--- src/rtl/dcache_pkg.sv ---
// Shared types and geometry helpers for the direct-mapped write-back data cache.
package dcache_pkg;

  typedef enum logic [1:0] {
    IDLE      = 2'd0,
    WRITEBACK = 2'd1,
    ALLOCATE  = 2'd2,
    UPDATE    = 2'd3
  } state_t;

  localparam int DEF_ADDR_W          = 8;
  localparam int DEF_DATA_W          = 8;
  localparam int DEF_WORDS_PER_BLOCK = 4;
  localparam int DEF_NUM_SETS        = 8;

  function automatic int offset_w(input int words_per_block);
    return $clog2(words_per_block);
  endfunction

  function automatic int index_w(input int num_sets);
    return $clog2(num_sets);
  endfunction

  function automatic int tag_w(input int addr_w, input int words_per_block, input int num_sets);
    return addr_w - $clog2(words_per_block) - $clog2(num_sets);
  endfunction

  function automatic int block_w(input int data_w, input int words_per_block);
    return data_w * words_per_block;
  endfunction

endpackage

--- src/rtl/dcache_ctrl.sv ---
// Miss-handling FSM: sequences victim write-back, block allocate and line update,
// and drives the block-wide memory request port.
module dcache_ctrl
  import dcache_pkg::*;
#(
  parameter int TAG_W   = 3,
  parameter int INDEX_W = 3,
  parameter int BLOCK_W = 32
) (
  input  logic                     clk,
  input  logic                     rst_n,
  input  logic                     req,
  input  logic                     hit,
  input  logic                     victim_dirty,
  input  logic [TAG_W-1:0]         tag,
  input  logic [TAG_W-1:0]         victim_tag,
  input  logic [INDEX_W-1:0]       index,
  input  logic [BLOCK_W-1:0]       victim_block,
  input  logic                     mem_busywait,
  output state_t                   state,
  output logic                     mem_read,
  output logic                     mem_write,
  output logic [TAG_W+INDEX_W-1:0] mem_address,
  output logic [BLOCK_W-1:0]       mem_writedata
);

  state_t next_state;

  always_ff @(posedge clk or negedge rst_n) begin
    if (!rst_n) begin
      state <= IDLE;
    end else begin
      state <= next_state;
    end
  end

  // Requests are decoded from the state alone, so an async reset drops them at once.
  always_comb begin
    next_state    = state;
    mem_read      = 1'b0;
    mem_write     = 1'b0;
    mem_address   = '0;
    mem_writedata = '0;
    unique case (state)
      IDLE: begin
        if (req && !hit) begin
          next_state = victim_dirty ? WRITEBACK : ALLOCATE;
        end
      end
      WRITEBACK: begin
        mem_write     = 1'b1;
        mem_address   = {victim_tag, index};
        mem_writedata = victim_block;
        if (!mem_busywait) begin
          next_state = ALLOCATE;
        end
      end
      ALLOCATE: begin
        mem_read    = 1'b1;
        mem_address = {tag, index};
        if (!mem_busywait) begin
          next_state = UPDATE;
        end
      end
      UPDATE: begin
        next_state = IDLE;
      end
      default: begin
        next_state = IDLE;
      end
    endcase
  end

endmodule

--- src/rtl/dcache.sv ---
// Direct-mapped, write-back, write-allocate data cache between the CPU port and block memory.
// Optional hit/miss statistics counters are built when DCACHE_STATS_EN is defined.
module dcache
  import dcache_pkg::*;
#(
  parameter int  ADDR_W          = DEF_ADDR_W,
  parameter int  DATA_W          = DEF_DATA_W,
  parameter int  WORDS_PER_BLOCK = DEF_WORDS_PER_BLOCK,
  parameter int  NUM_SETS        = DEF_NUM_SETS,
  localparam int OFFSET_W        = offset_w(WORDS_PER_BLOCK),
  localparam int INDEX_W         = index_w(NUM_SETS),
  localparam int TAG_W           = tag_w(ADDR_W, WORDS_PER_BLOCK, NUM_SETS),
  localparam int BLOCK_W         = block_w(DATA_W, WORDS_PER_BLOCK)
) (
  input  logic                       CLK,
  input  logic                       RESET,
  input  logic                       READ,
  input  logic                       WRITE,
  input  logic [ADDR_W-1:0]          ADDRESS,
  input  logic [DATA_W-1:0]          WRITEDATA,
  output logic [DATA_W-1:0]          READDATA,
  output logic                       BUSYWAIT,
  output logic                       MEM_READ,
  output logic                       MEM_WRITE,
  output logic [ADDR_W-OFFSET_W-1:0] MEM_ADDRESS,
  output logic [BLOCK_W-1:0]         MEM_WRITEDATA,
  input  logic [BLOCK_W-1:0]         MEM_READDATA,
  input  logic                       MEM_BUSYWAIT,
  output logic [15:0]                HIT_COUNT,
  output logic [15:0]                MISS_COUNT
);

  logic [OFFSET_W-1:0] offset;
  logic [INDEX_W-1:0]  index;
  logic [TAG_W-1:0]    tag;

  assign offset = ADDRESS[OFFSET_W-1:0];
  assign index  = ADDRESS[OFFSET_W +: INDEX_W];
  assign tag    = ADDRESS[ADDR_W-1 -: TAG_W];

  logic [NUM_SETS-1:0] valid;
  logic [NUM_SETS-1:0] dirty;
  logic [TAG_W-1:0]    tag_arr  [NUM_SETS];
  logic [BLOCK_W-1:0]  data_arr [NUM_SETS];

  state_t            state;
  logic              req;
  logic              hit;
  logic              write_hit;
  logic              fill;
  logic [DATA_W-1:0] hit_word;

  assign req       = READ | WRITE;
  assign hit       = valid[index] && (tag_arr[index] == tag);
  assign write_hit = (state == IDLE) && WRITE && hit;
  assign fill      = (state == UPDATE);
  assign hit_word  = data_arr[index][offset*DATA_W +: DATA_W];

  // WRITE wins over READ, so a simultaneous strobe never returns load data.
  assign READDATA = (READ && !WRITE && hit) ? hit_word : '0;
  assign BUSYWAIT = RESET & req & ((state != IDLE) | ~hit);

  dcache_ctrl #(
    .TAG_W   (TAG_W),
    .INDEX_W (INDEX_W),
    .BLOCK_W (BLOCK_W)
  ) u_ctrl (
    .clk           (CLK),
    .rst_n         (RESET),
    .req           (req),
    .hit           (hit),
    .victim_dirty  (valid[index] & dirty[index]),
    .tag           (tag),
    .victim_tag    (tag_arr[index]),
    .index         (index),
    .victim_block  (data_arr[index]),
    .mem_busywait  (MEM_BUSYWAIT),
    .state         (state),
    .mem_read      (MEM_READ),
    .mem_write     (MEM_WRITE),
    .mem_address   (MEM_ADDRESS),
    .mem_writedata (MEM_WRITEDATA)
  );

  always_ff @(posedge CLK or negedge RESET) begin
    if (!RESET) begin
      valid <= '0;
      dirty <= '0;
    end else if (fill) begin
      valid[index] <= 1'b1;
      dirty[index] <= 1'b0;
    end else if (write_hit) begin
      dirty[index] <= 1'b1;
    end
  end

  // Tag and data storage carry no reset; valid bits gate every use of them.
  always_ff @(posedge CLK) begin
    if (fill) begin
      tag_arr[index]  <= tag;
      data_arr[index] <= MEM_READDATA;
    end else if (write_hit) begin
      data_arr[index][offset*DATA_W +: DATA_W] <= WRITEDATA;
    end
  end

`ifdef DCACHE_STATS_EN
  logic        after_fill;
  logic [15:0] hit_count;
  logic [15:0] miss_count;

  // The cycle right after UPDATE completes the missed request and is not a fresh hit.
  always_ff @(posedge CLK or negedge RESET) begin
    if (!RESET) begin
      after_fill <= 1'b0;
      hit_count  <= '0;
      miss_count <= '0;
    end else begin
      after_fill <= fill;
      if ((state == IDLE) && req && hit && !after_fill && (hit_count != 16'hFFFF)) begin
        hit_count <= hit_count + 16'd1;
      end
      if ((state == IDLE) && req && !hit && (miss_count != 16'hFFFF)) begin
        miss_count <= miss_count + 16'd1;
      end
    end
  end

  assign HIT_COUNT  = hit_count;
  assign MISS_COUNT = miss_count;
`else
  assign HIT_COUNT  = '0;
  assign MISS_COUNT = '0;
`endif

endmodule

--- config.mk ---
export PLATFORM = sky130hd
export DESIGN_NAME = dcache
export DESIGN_NICKNAME = d
export VERILOG_FILES = /design/src/rtl/dcache_pkg.sv /design/src/rtl/dcache_ctrl.sv /design/src/rtl/dcache.sv
export SDC_FILE = /design/constraint.sdc
export NUM_CORES = 1
export LEC_CHECK = 0
export CAP_MARGIN = 20
export CORE_MARGIN = 2
export CORE_UTILIZATION = 45
export DETAILED_ROUTE_END_ITERATION = 10
export PLACE_DENSITY = 0.66
export SLEW_MARGIN = 20
export SYNTH_ARGS = -nofsm -noshare
export SYNTH_HDL_FRONTEND = slang
export SYNTH_SLANG_ARGS = --single-unit
--- constraint.sdc ---
create_clock -name CLK -period 3.5 [get_ports CLK]
set_clock_uncertainty 0.05 [all_clocks]
set_input_delay 0.7 -clock CLK [delete_from_list [all_inputs] [get_ports CLK]]
set_output_delay 0.7 -clock CLK [all_outputs]
set_load 0.1 [all_outputs]
Yosys cells after proc, flatten, opt, wreduce, memory -nomap -nowiden

Memories as Yosys holds them, arrays and structs flattened.
Index checks and enable logic that the tools add are counted.

Register bits after elaboration: 18
RAM bits: 280
Input port bits: 53
Word-level logic and storage cells: 128
Memories kept: 2

Memories:

| memory   | words | width | read ports | clocked after Yosys merged registers in | wr ports | RTL line     | source |
|---|---|---|---|---|---|---|---|
| data_arr | 8     | 32    | 1          | 0                                       | 1        | dcache.sv:44 | `logic [BLOCK_W-1:0] data_arr [NUM_SETS];` |
| tag_arr  | 8     | 3     | 1          | 0                                       | 1        | dcache.sv:43 | `logic [TAG_W-1:0] tag_arr [NUM_SETS];` |

$add $sub $neg: 1
$lt $le $gt $ge: 2
Equal/unequal tests: 7
Shift operators: 3
Multiplexer cells: 55
Bitwise operators: 42
Reductions and logical operators: 13

Operators with widths:

| operator                                                   | count |
|---|---|
| 2-to-1 mux 32 bit                                          | 2 |
| 2-to-1 mux 1 bit                                           | 41 |
| negation 5 -> 34 bit                                       | 1 |
| bitwise OR 1 bit                                           | 34 |
| variable shift 8 x 34 -> 32 bit, first input constant      | 1 |
| variable part select 8 x 34 -> 32 bit                      | 1 |
| variable part select 32 x 6 -> 8 bit                       | 1 |
| 2-to-1 mux 8 bit                                           | 3 |
| bitwise OR 8 bit                                           | 2 |
| one-hot mux 6 bit (2 select lines)                         | 1 |
| bitwise AND 8 bit                                          | 1 |
| 2-to-1 mux 2 bit                                           | 4 |
| NOT 8 bit                                                  | 1 |
| one-hot mux 2 bit (4 select lines)                         | 1 |
| logical AND 1 bit                                          | 7 |
| binary-select mux 1 bit (select 3 bit)                     | 2 |
| equality test 2 bit, second input constant                 | 2 |
| less-than comparator 3 x 4 -> 1 bit, second input constant | 1 |
| inequality test 2 bit, second input constant               | 2 |
| nonzero test 2 bit                                         | 2 |
| bitwise AND 1 bit                                          | 3 |
| demux 1 bit (select 3 bit)                                 | 1 |
| equality test 3 bit                                        | 1 |
| >= comparator 3 x 1 -> 1 bit, second input constant        | 1 |
| 6 further kinds                                            | 7 |

Longest topological paths before layout

Gate-level depths: netlist of run 1.

Word-level depth: 8
Depth in mapped cells: 10

Modules after synthesis

From an unflattened synthesis of run 1, not the netlist that was laid out.

Cell total of the unflattened synthesis: 915
Area, all modules: 13427.9 um^2

By module, submodules not included:

| module      | times used | cells an instance | area each (um^2) | seq. area each (um^2) |
|---|---|---|---|---|
| dcache      | 1          | 850               | 12952.4          | 8808.4 |
| dcache_ctrl | 1          | 65                | 475.5            | 50.0 |

Worst setup path before layout of run 1

Ideal clock, no wire load.

Path kind: flip-flop to output port
Start: register u_ctrl.state[1]
End: output port MEM_ADDRESS[5]
Data arrival time: 4231 ps
Setup slack: -1481 ps
Cell stages (with the launch flop): 8
Cells stage by stage: dfrtp_1 > inv_1 > ha_1 > clkbuf_1 > clkinv_1 > a21oi_1 > o211ai_1 > a21boi_0

Cells in the longest elaborated chain, start to end: 2

Ends and longest elaborated chain:

| what                                                                       | RTL line          | source |
|---|---|---|
| start: declaration                                                         | dcache_ctrl.sv:20 | `output state_t state,` |
| start signal: assignment                                                   | dcache_ctrl.sv:33 | `state <= next_state;` |
| equality test 2 bit / equality test 2 x 1 -> 1 bit (equally long branches) | dcache_ctrl.sv:44 | `unique case (state)` |
| one-hot mux 6 bit (2 select lines) *                                       | dcache_ctrl.sv:44 |  |
| end: declaration                                                           | dcache.sv:25      | `output logic [ADDR_W-OFFSET_W-1:0] MEM_ADDRESS,` |

Every way passes the cells marked *; elsewhere a longest branch is shown, timed or not.

Worst setup path in the final report of run 1

Start: input port ADDRESS[2]
End: output port READDATA[2]

Cells in the longest elaborated chain, start to end: 5

Ends and longest elaborated chain:

| what                                                                             | RTL line     | source |
|---|---|---|
| start: declaration                                                               | dcache.sv:19 | `input logic [ADDR_W-1:0] ADDRESS,` |
| parallel branches: the longest is 4 deep, another holds memory read (8 x 32 bit) | n/a          |  |
| 2-to-1 mux 8 bit *                                                               | dcache.sv:60 | `assign READDATA = (READ && !WRITE && hit) ? hit_word : '0;` |
| end: declaration                                                                 | dcache.sv:21 | `output logic [DATA_W-1:0] READDATA,` |

Mark *: on every way between the ends. The select of a mux whose other input is x is not followed.

==> metrics.cfg, run 1 <==
[run_status]
outcome = completed

[yosys]
synthArstFlopShare = 0.0604
yosysWarnings = 0
syn_area_mm2 = 0.0136
yosys_register_bits = 298
synthCells = 919
yosysSeqAreaShare = 0.653
synth_ff_type = edfxtp_1
yosysUniqueCellTypes = 64
avgSynthCellArea_um2 = 14.8
synth_edf_count = 280

[timing]
period_needed_ps = 3470
fin_crit_sh = 0.992
drv_slew = 0
setup_ws_ps = 28.6
relSlewSlack = 0.432
tightestPinTransition_ps = 828
finalSetupViolations = 0
hold_violations = 0
final.setup.tns_ps = 0
max_freq_mhz = 288

[place]
dpl-instance-area_mm2 = 0.0170
numPortBuffers = 101
gp_congestion = 0.910
dpl.cell_count = 1567
pre_cts_ws_ps = -269
hpwlAfterDp_um = 29900

[finish]
drive_above_1_share = 0.383
syn_to_final_growth_pct = 36.7
regArea_mm2 = 0.00886
n_antenna_cell = 0
final_area_mm2 = 0.0185
final_nets = 1294
fillers = 2187
layout.cells.non_filler = 1644
multi_input_area_mm2 = 0.00455

[die]
ios = 134
fp.dieW_um = 178
fp-row-count = 63
dieHeight_um = 178
die_area_mm2 = 0.0315
start_util = 0.457
core_mm2 = 0.0296

[route]
drc_errors = 0
routedWlPerCell_um = 25.6
viasPerCell = 5.78
via_count = 9506
postRouteAntennaNets = 0
dr.pass1.iters = 5
drtIter0Drc = 892
finalWirelength_um = 42000

[critical_path]
startpoint_type = input port
cp_slowest_cell = or3b_2
cp.arrival_ps = 2720
setup.worst_path.end_class = output port
cp_common_cell = buf_12
required_ps = 2750
crit_type = input port to output port
crit_fanout = 8
max_stage_delay_ps = 480
cp_cell_sequence = buf_12 > buf_6 > buf_4 > or3b_2 > a21oi_2 > a2111oi_2 > and2_1 > a211o_1 > a21oi_4 > buf_12

[pwr]
max-vdd-ir-drop_mv = 0.367
p_leak_nw = 7.06
powerDensity_mw_per_mm2 = 566

[cts]
path_clk_slew_ps = 60
root_buffer = clkbuf_16
ctsHoldBuffers = 0
cts-buffers-inserted = 30
cts_tree = done
cts-htree-levels = 1
clk_path_buf_depth = 3
cts.sinks = 298
clkLatencyLatePin_ps = 560

[hold_path]
worstHoldPathType = flip-flop to flip-flop

[global_route]
grt_pass1_vias = 9291
grt_max_degree = 22
grt_pass1_wl_um = 59900
track_usage = 0.265
antenna_found_initial = 0
overflow = 0

[flow_run]
drv_cap = 0

-- state kept, by name, summed over array words and instances, names as in the netlist, named ones only --
signal	cells
data_arr	256
tag_arr	24
u_ctrl.state	2
valid	8
-- metal layers --
| layer | up-vias | share of wire | GRT usage | routed length [um] |
|---|---|---|---|---|
| li1 | 4100 | - | - | - |
| met1 | 4783 | 0.39 | 0.368 | 16600 |
| met2 | 547 | 0.48 | 0.432 | 20200 |
| met3 | 76 | 0.092 | 0.0392 | 3880 |
| met4 | 0 | 0.033 | 0.0878 | 1370 |
| met5 | - | 0 | 0 | 0 |
-- cell families (layout without fill, tap and decap cells) --
| family | Yosys count | after routing | synth area share |
|---|---|---|---|
| adder cells (fa/ha/maj) | 9 | 9 | 0.00831 |
| flip-flops | 298 | 298 | 0.653 |
| buffers and inverters | 132 | 436 | 0.0522 |
| other | 1 | 32 | 0.000277 |
| AND/OR/NAND/NOR | 227 | 227 | 0.0856 |
| XOR/XNOR | 1 | 1 | 0.000646 |
| multiplexers | 113 | 113 | 0.115 |
| AO/OA/AOI/OAI | 138 | 138 | 0.0847 |
-- timing repair --
item | in CTS | in global routing
gates resized for setup | 37 | 34
buffers inserted | 8 | 11
endpoints found under the setup margin | 12 | 8
gates cloned | 2 | 2
pin swaps | 5 | 13
hold endpoints to repair | 0 | 0
-- cells in the mapped netlist (all sizes together) (4+ instances only) --
library cell	count	area (um2)
inv	49	184
nand2b	11	68.8
a221o	4	40.0
mux4	27	642
a221oi	42	368
nor2	68	255
o211ai	4	30.0
ha	9	113
or3b	4	35.0
nor3b	4	30.0
clkbuf	17	63.8
a21oi	15	75.1
nor2b	12	75.1
and3	8	50.1
mux2i	57	571
nor3	4	20.0
dfrtp	18	450
nand4	6	104
o31ai	9	108
mux2	29	345
edfxtp	280	8410
buf	65	457
a31oi	4	37.5
and2	24	150
a22oi	22	180
o22ai	13	95.1
o21ai	4	20.0
nand3	13	65.1
nand2	68	255
-- worst paths after layout --
| path | startpoint | endpoint | slack, ps | depth (start not counted) |
|---|---|---|---|---|
| worst min-delay path | valid[0] | valid[0] | 420 | 1 |
| max in group asynchronous | RESET | asynchronous set/reset pin | 2730 | 2 |
| worst max-delay path | ADDRESS[2] | READDATA[2] | 30 | 10 |
| worst min register to register | valid[0] | valid[0] | 420 | 1 |
| worst max register to register | tag_arr[6][2] | data_arr[1][12] | 420 | 9 |
| min in group asynchronous | RESET | u_ctrl.state[1] | 460 | 2 |
-- area by class of cell --
cell class / count / area share
Multi-Input combinational cell: 520 / 0.246
Tap cell: 390 / 0.0263
Clock inverter: 22 / 0.00979
Sequential cell: 298 / 0.478
Inverter: 50 / 0.0106
Clock buffer: 32 / 0.0421
Timing Repair Buffer: 332 / 0.187
-- placed cells by master (no fill, tap or decap), types with 8 or more instances in the layout --
| master | count |
|---|---|
| and2_1 | 21 |
| ha_1 | 8 |
| a22oi_1 | 16 |
| a221oi_1 | 29 |
| clkinv_2 | 8 |
| mux4_2 | 19 |
| o31ai_2 | 8 |
| nor2_2 | 8 |
| conb_1 | 32 |
| clkdlybuf4s50_1 | 49 |
| nand3_1 | 13 |
| a221oi_2 | 12 |
| mux2_2 | 22 |
| edfxtp_1 | 280 |
| nor2_1 | 47 |
| nand2b_1 | 10 |
| clkbuf_16 | 33 |
| nand2_1 | 68 |
| inv_1 | 45 |
| nor2_4 | 13 |
| buf_12 | 59 |
| buf_6 | 12 |
| buf_4 | 208 |
| dfrtp_1 | 18 |
| mux4_1 | 8 |
| clkinv_1 | 10 |
| mux2i_1 | 56 |
-- per-stage QoR --
stage | total power [mW] | hold WS (ps) | util
6_report | 10.5 | 416 | 0.625
5_1_grt | 10.8 | 426 | 0.625
4_1_cts | 10.4 | 419 | 0.616
3_5_place_dp | 7.32 | 405 | 0.574
3_3_place_gp | 7.28 | 398 | 0.574
2_1_floorplan | 6.18 | 354 | -
-- power breakdown --
| group | internal, mW | switching (mW) | leakage, nW |
|---|---|---|---|
| clock network | 1.82 | 1.31 | 0.479 |
| registers | 4.14 | 0.0736 | 2.74 |
| logic | 1.09 | 2.05 | 3.84 |
-- worst max-delay path, delay by kind of cell --
| kind | cells | cell delay (ps) |
|---|---|---|
| AND/OR/NAND/NOR | 2 | 630 |
| AO/OA/AOI/OAI | 4 | 730 |
| buffers and inverters | 4 | 640 |
Note: power is estimated with default switching activity, not from simulation.
==> run 2, diff against run 1 <==
- SYNTH_HIERARCHICAL: unset -> 1
==> run 2 against run 1 <==
The flow now finishes with violations (negative setup slack). Sequential cell count stayed put. Design area is 2.2% lower. Synthesized cell count down 0.44%. Maximum frequency down 3.9%. Largest power group unchanged. Total power fell by 2.2%. Critical path type unchanged.
==> metrics.cfg, run 2 <==
[pwr]
p_leak_nw = 6.97  ; -1.2%
internal-power_mw = 6.96  ; -1.3%
pwr-share-seq = 0.410  ; +0.008
switching_power_mw = 3.30  ; -3.9%
max-vdd-ir-drop_mv = 0.349  ; -4.8%
powerDensity_mw_per_mm2 = 566  ; about the same
swShare = 0.322  ; -0.00592
finalPower_mw = 10.3  ; -2.2%
combPwrFrac = 0.289  ; -0.010
p_clk_frac = 0.301  ; +0.003

[die]
start_util = 0.455  ; -0.00201
die_area_mm2 = 0.0312  ; -0.95%
ios = 134  ; unchanged
dieHeight_um = 177  ; -0.48%
fp.dieW_um = 177  ; -0.48%
fp-row-count = 63  ; unchanged
core_mm2 = 0.0295  ; -0.53%

[place]
gp_congestion = 0.872  ; -4.2%
dpl-instance-area_mm2 = 0.0166  ; -2.8%
hpwlAfterDp_um = 27000  ; -9.7%
numPortBuffers = 101  ; unchanged
pre_cts_ws_ps = -342  ; -73.5 ps
dpl.cell_count = 1528  ; -2.5%

[critical_path]
required_ps = 2750  ; about the same
setup.worst_path.end_class = output port
max_stage_delay_ps = 550  ; +70 ps
crit_fanout = 6  ; -2
crit_buf_inv = 4  ; unchanged
crit_type = input port to output port
worst-r2r-setup-slack_ps = 290  ; -130 ps
cp_cell_sequence = buf_6 > buf_12 > and2_2 > buf_4 > a21oi_1 > o21ai_0 > a32o_1 > mux4_2 > nor4b_4 > buf_12
cp_common_cell = buf_12
cp.arrival_ps = 2860  ; +140 ps
cp_slowest_cell = mux4_2
startpoint_type = input port
critPathTopFamily = compound AO/OA/AOI/OAI gates

[timing]
drv_slew = 0  ; unchanged
period_needed_ps = 3610  ; +142 ps
tightestPinTransition_ps = 669  ; -159 ps
rsz0062_at_grt = yes
fin_crit_sh = 1.03  ; +0.0405
finalSetupViolations = 7  ; +7
max_freq_mhz = 277  ; -3.9%
relSlewSlack = 0.541  ; +0.109
setup_ws_ps = -113  ; -142 ps
hold_violations = 0  ; unchanged

[global_route]
grt_pass1_vias = 8984  ; -3.3%
overflow = 0  ; unchanged
grt_pass1_wl_um = 56100  ; -6.4%
grt_max_degree = 49  ; +120%
track_usage = 0.247  ; -0.0185
antenna_found_initial = 0  ; unchanged

[finish]
drive_above_1_share = 0.339  ; -0.0440
syn_to_final_growth_pct = 34.9
final_nets = 1261  ; -2.6%
top_register = data_arr
reg_top3 = data_arr: 256 flops, tag_arr: 24 flops, valid: 8 flops
final_common_cell = edfxtp_1
largest_reg_flops = 256  ; unchanged
layout.cells.non_filler = 1609  ; -2.1%
post-route-util = 0.615  ; -0.0107
final_cell_mix = edfxtp_1 (280), buf_4 (178), nand2_1 (87)
final_area_mm2 = 0.0181  ; -2.2%
n_antenna_cell = 0  ; unchanged

[hold_path]
worstHoldPathType = flip-flop to flip-flop

[run_status]
violations = negative setup slack
outcome = finished, violations left

[flow_run]
drv_cap = 0  ; unchanged

[yosys]
synth_ff_type = edfxtp_1
yosysMostFrequentCell = edfxtp_1
netlist_top_cells_count = edfxtp_1 (280), nand2_1 (93), mux2i_1 (64)
syn_area_mm2 = 0.0134  ; -0.97%
synthCells = 915  ; -0.44%
synth_edf_count = 280  ; unchanged
synthArstFlopShare = 0.0604  ; unchanged
yosysTopAreaCell = edfxtp_1
yosysUniqueCellTypes = 57  ; -11%
yosysSeqAreaShare = 0.660  ; +0.00639
avgSynthCellArea_um2 = 14.7  ; -0.54%
yosys-top-cells-area = edfxtp_1 (63%), mux4_2 (6.4%), mux2i_1 (4.8%)
yosys_register_bits = 298  ; unchanged
synth_top_area_share = 0.626  ; +0.00607
yosysWarnings = 6  ; +6

[route]
dr.pass1.iters = 5  ; unchanged
viasPerCell = 5.74  ; -0.77%
routedWlPerCell_um = 24.7  ; -3.4%
drtIter0Drc = 1153  ; +29%
via_count = 9232  ; -2.9%
finalWirelength_um = 39700  ; -5.5%
drc_errors = 0  ; unchanged
postRouteAntennaNets = 0  ; unchanged

[cts]
cts-htree-levels = 1  ; unchanged
clk_path_buf_depth = 3  ; unchanged
ctsHoldBuffers = 0  ; unchanged
root_buffer = clkbuf_16
path_clk_slew_ps = 60  ; about the same
cts.sinks = 298  ; unchanged
clkLatencyLatePin_ps = 570  ; about the same
cts-buffers-inserted = 30  ; unchanged
cts_tree = done

==> run 2: cell types whose count changed after synthesis, sizes merged, moves of 11 or more <==
cell    previous run  this run
or2                0        11
nand2             68        93
a221oi            42        19
o21ai              4        20
nor2              68        26
a21oi             15        44
mux4              27        38
mux2              29        14
and2              24        36
==> run 2: power by group through the flow <==
stage	clock (mW)	sequential (mW)	combinational (mW)
5_1_grt	3.24	4.22	3.08
3_5_place_dp	0	4.28	2.85
3_3_place_gp	0	4.26	2.82
6_report	3.08	4.21	2.97
4_1_cts	3.11	4.20	2.89
2_1_floorplan	0	4.25	1.78
==> run 2: final timing paths <==
| kind | startpoint | end | depth (start not counted) |
|---|---|---|---|
| setup / recovery | ADDRESS[4] | READDATA[1] | 10 |
| hold / removal | valid[4] | valid[4] | 1 |
| setup reg to reg | tag_arr[5][0] | data_arr[0][24] | 12 |
| hold reg to reg | valid[4] | valid[4] | 1 |
| max in group asynchronous | RESET | valid[1] | 2 |
| min in group asynchronous | RESET | valid[3] | 2 |
==> run 2: timing repair <==
item | in CTS | in global routing
resized for setup | 37 | 36
cloned | 1 | 6
setup buffers | 8 | 15
pin swaps | 9 | 14
endpoints found under the setup margin | 11 | 13
==> run 2: area by class of cell <==
cell class,count,area (um2)
Clock inverter,18,169
Fill cell,2206,11400
Tap cell,390,488
Timing Repair Buffer,306,3360
Multi-Input combinational cell,517,4300
Sequential cell,298,8860
Clock buffer,35,769
Inverter,45,174
==> run 2: stage by stage <==
stage | hold slack [ps] | setup TNS [ps]
floorplan | 354 | -4470
global placement | 399 | -9520
detailed placement | 397 | -22920
CTS | 411 | -452
global route | 424 | -813
finish | 415 | -228
==> run 2: layer usage <==
layer	wire length [um]	vias up	track usage	part of all wire
met4	1500	0	0.0909	0.038
li1	-	3979	-	-
met2	18600	579	0.395	0.47
met5	0	-	0	0
met3	4180	89	0.0507	0.11
met1	15400	4585	0.337	0.39
==> run 2: kinds of logic (layout without fill, tap and decap cells) <==
| logic type | Yosys count | in the layout | share of synthesized area |
|---|---|---|---|
| buf+inv | 131 | 404 | 0.0538 |
| other cells | 1 | 32 | 0.000279 |
| xor+xnor | 1 | 1 | 0.000652 |
| simple gates | 206 | 206 | 0.0749 |
| fa+ha+maj | 10 | 10 | 0.00932 |
| compound gates | 152 | 152 | 0.0782 |
| flops | 298 | 298 | 0.660 |
| mux | 116 | 116 | 0.123 |
==> run 3, diff against run 2 <==
- ABC_AREA: unset -> 1
- SLEW_MARGIN: 20 -> unset
==> run 3 against run 2 <==
The flow now finishes without violations. First-iteration DRC count increased by 17%. Sequential cell count unchanged. Maximum frequency increased by 6.7%. Via count increased by 20%. Critical path depth increased by 6. Wire length increased by 3.0%. Non-clock buffer count decreased by 32. Utilization decreased by 2.0 points. Sequential share of layout area decreased by 0.17 points. Largest power group unchanged.
==> metrics.cfg, run 3 <==
[die]
dieHeight_um = 180  ; +2.1%
ios = 134  ; unchanged
fp-row-count = 64  ; +1.6%
core_mm2 = 0.0306  ; +3.8%
fp.dieW_um = 180  ; +2.1%
start_util = 0.458  ; +0.00239
die_area_mm2 = 0.0326  ; +4.2%

[timing]
setup_ws_ps = 114  ; +227 ps
relSlewSlack = 0.666  ; +0.124
drv_slew = 0  ; unchanged
final.setup.tns_ps = 0  ; +228 ps
period_needed_ps = 3390  ; -227 ps
max_freq_mhz = 295  ; +6.7%
tightestPinTransition_ps = 500  ; -169 ps
hold_violations = 0  ; unchanged
finalSetupViolations = 0  ; -7
fin_crit_sh = 0.967  ; -0.0648

[finish]
drive_above_1_share = 0.199  ; -0.140
layout.cells.non_filler = 2083  ; +29%
largest_reg_flops = 256  ; unchanged
final_nets = 1726  ; +37%
fillers = 2509  ; +14%
syn_to_final_growth_pct = 29.8
final_common_cell = nand2_1
post-route-util = 0.594  ; -0.0202
final_cell_mix = nand2_1 (533), edfxtp_1 (280), buf_4 (150)
reg_top3 = data_arr: 256 flops, tag_arr: 24 flops, valid: 8 flops
n_antenna_cell = 0  ; unchanged
top_register = data_arr

[yosys]
yosysUniqueCellTypes = 36  ; -37%
synth_compound_area_frac = 0.0590  ; -0.0192
synth_edf_count = 280  ; unchanged
synthArstFlopShare = 0.0604  ; unchanged
synth_top_area_share = 0.600  ; -0.0258
syn_area_mm2 = 0.0140  ; +4.3%
synthSimpleGateAreaFrac = 0.223  ; +0.148
synth_ff_type = edfxtp_1
yosys_register_bits = 298  ; unchanged
yosysMostFrequentCell = nand2_1
yosys-top-cells-area = edfxtp_1 (60%), nand2_1 (14%), a21oi_1 (3.3%)
yosysTopAreaCell = edfxtp_1
yosysSeqAreaShare = 0.632  ; -0.0272
synth_top_family_by_area = simple AND/OR/NAND/NOR gates
muxShareOfSynthArea = 0  ; -0.123
synthXorXnorAreaFrac = 0  ; -0.000652
synthCells = 1427  ; +56%
netlist_top_cells_count = nand2_1 (538), edfxtp_1 (280), inv_1 (106)
yosysWarnings = 6  ; unchanged
synth_fa_ha_area_frac = 0.00893  ; -0.000385
avgSynthCellArea_um2 = 9.81  ; -33%

[critical_path]
setup.worst_path.end_class = output port
reg2reg_depth = 19  ; +7
cp.arrival_ps = 2640  ; -220 ps
crit_buf_inv = 10  ; +6
worst-r2r-setup-slack_ps = 570  ; +280 ps
critPathTopFamily = buffers and inverters
startpoint_type = input port
cp_common_cell = buf_4
required_ps = 2750  ; about the same
cp_slowest_cell = dlygate4sd2_1
r2r_end = data_arr[6][26]
crit_type = input port to output port
cp_cell_sequence = dlygate4sd2_1 > buf_8 > nor2_4 > buf_6 > nand3_2 > nand2_2 > inv_1 > nand2_1 > buf_4 > buf_4 > buf_4 > buf_4 > buf_4 > nand2_1 > a21oi_2 > buf_12
max_stage_delay_ps = 250  ; -300 ps
worstReg2RegStart = tag_arr[4][2]
crit_fanout = 7  ; +1

[global_route]
track_usage = 0.251  ; +0.00402
antenna_found_initial = 0  ; unchanged
busiest_layer = met2
use_met3 = 0.0356  ; -0.0151
met2_usage = 0.408  ; +0.0136
met1_usage = 0.345  ; +0.00873
grt_pass1_wl_um = 62700  ; +12%
grt_max_degree = 45  ; -8.2%
grt_pass1_vias = 10500  ; +17%
overflow = 0  ; unchanged

[route]
drc_errors = 0  ; unchanged
via_count = 11100  ; +20%
viasPerCell = 5.32  ; -7.2%
finalWirelength_um = 40900  ; +3.0%
routedWlPerCell_um = 19.6  ; -20%
postRouteAntennaNets = 0  ; unchanged
dr.pass1.iters = 7  ; +2
drtIter0Drc = 1354  ; +17%

[pwr]
powerDensity_mw_per_mm2 = 549  ; -3.1%
max-vdd-ir-drop_mv = 0.429  ; +23%
p_leak_nw = 7.62  ; +9.2%
finalPower_mw = 9.97  ; -2.8%

[cts]
cts-buffers-inserted = 30  ; unchanged
root_buffer = clkbuf_16
cts-htree-levels = 1  ; unchanged
path_clk_slew_ps = 60  ; about the same
clkLatencyLatePin_ps = 560  ; about the same
cts_tree = done
cts.sinks = 298  ; unchanged
clk_path_buf_depth = 3  ; unchanged

[flow_run]
drv_cap = 0  ; unchanged

[run_status]
outcome = completed

[place]
dpl.cell_count = 2016  ; +32%
gp_congestion = 0.952  ; +9.2%
pre_cts_ws_ps = -344  ; -2.02 ps
hpwlAfterDp_um = 29300  ; +8.5%
numPortBuffers = 101  ; unchanged

[hold_path]
worstHoldPathCells = 2  ; +1
worstHoldPathType = flip-flop to flip-flop
min-delay-start = valid[4]
whs_endpoint = valid[4]

[run 3: cell families after synthesis]
logic type,after synthesis
AOI/OAI and AO/OA,154
adders and majority gates,10
buffers and inverters,222
DFF,298
other,1
and+or+nand+nor,742
[run 3: how the worst max path moves through the flow]
| stage | from | end | slack [ps] | depth (start not counted) |
|---|---|---|---|---|
| 5_1_grt | ADDRESS[3] | READDATA[1] | -0.3 | 16 |
| 2_1_floorplan | ADDRESS[3] | READDATA[0] | -320 | 12 |
| 6_report | ADDRESS[3] | MEM_ADDRESS[5] | 110 | 16 |
| 4_1_cts | ADDRESS[4] | READDATA[6] | 7 | 17 |
| 3_5_place_dp | ADDRESS[4] | READDATA[0] | -340 | 15 |
| 3_3_place_gp | ADDRESS[4] | READDATA[0] | -310 | 15 |
[run 3: timing repair]
action	4_1_cts	5_1_grt
endpoints found under the setup margin	27	11
gates resized for setup	34	8
hold buffers	0	0
setup buffers	8	3
pin swaps	13	6
[run 3: metrics by stage]
step / cell area [um2] / hold WS [ps]
6_report: 18200 / 406
4_1_cts: 18100 / 412
5_1_grt: 18200 / 429
3_3_place_gp: 17000 / 387
2_1_floorplan: 14200 / 354
3_5_place_dp: 17000 / 398
[run 3: metal layers]
layer | up-vias | part of all wire
li1 | 5193 | -
met1 | 5262 | 0.41
met2 | 531 | 0.47
met3 | 103 | 0.087
met4 | 0 | 0.039
met5 | - | 0
[run 3: area by class of cell]
type,instances,area (um2),share of cell area
clock buffer,38,802,0.0441
clock inverter,18,170,0.00936
inverter,121,462,0.0254
multi-input combinational,938,4370,0.240
sequential,298,8860,0.487
tap,396,495,0.0273
timing repair buffer,274,3020,0.166
[run 3: report_power, final]
part           leakage (nW)  internal [mW]  total [mW]  switching (mW)
clock network         0.479           1.84        3.16            1.32
logic                  4.42          0.826        2.65            1.83
registers              2.72           4.09        4.16          0.0701
[run 3: worst register-to-register path, cell delays in order (launching register included)]
cell and delay, ps:
edfxtp_1 350, inv_1 60, nand2_1 40, nand3_1 110, nand2_2 90, inv_1 60
nand2_1 60, buf_4 130, buf_4 120, buf_4 130, buf_4 120, buf_4 130
nand2_1 50, nand2_1 60, nor2_2 150, buf_12 160, nand4_4 210, buf_4 240
nand2_1 100, nand2_1 190
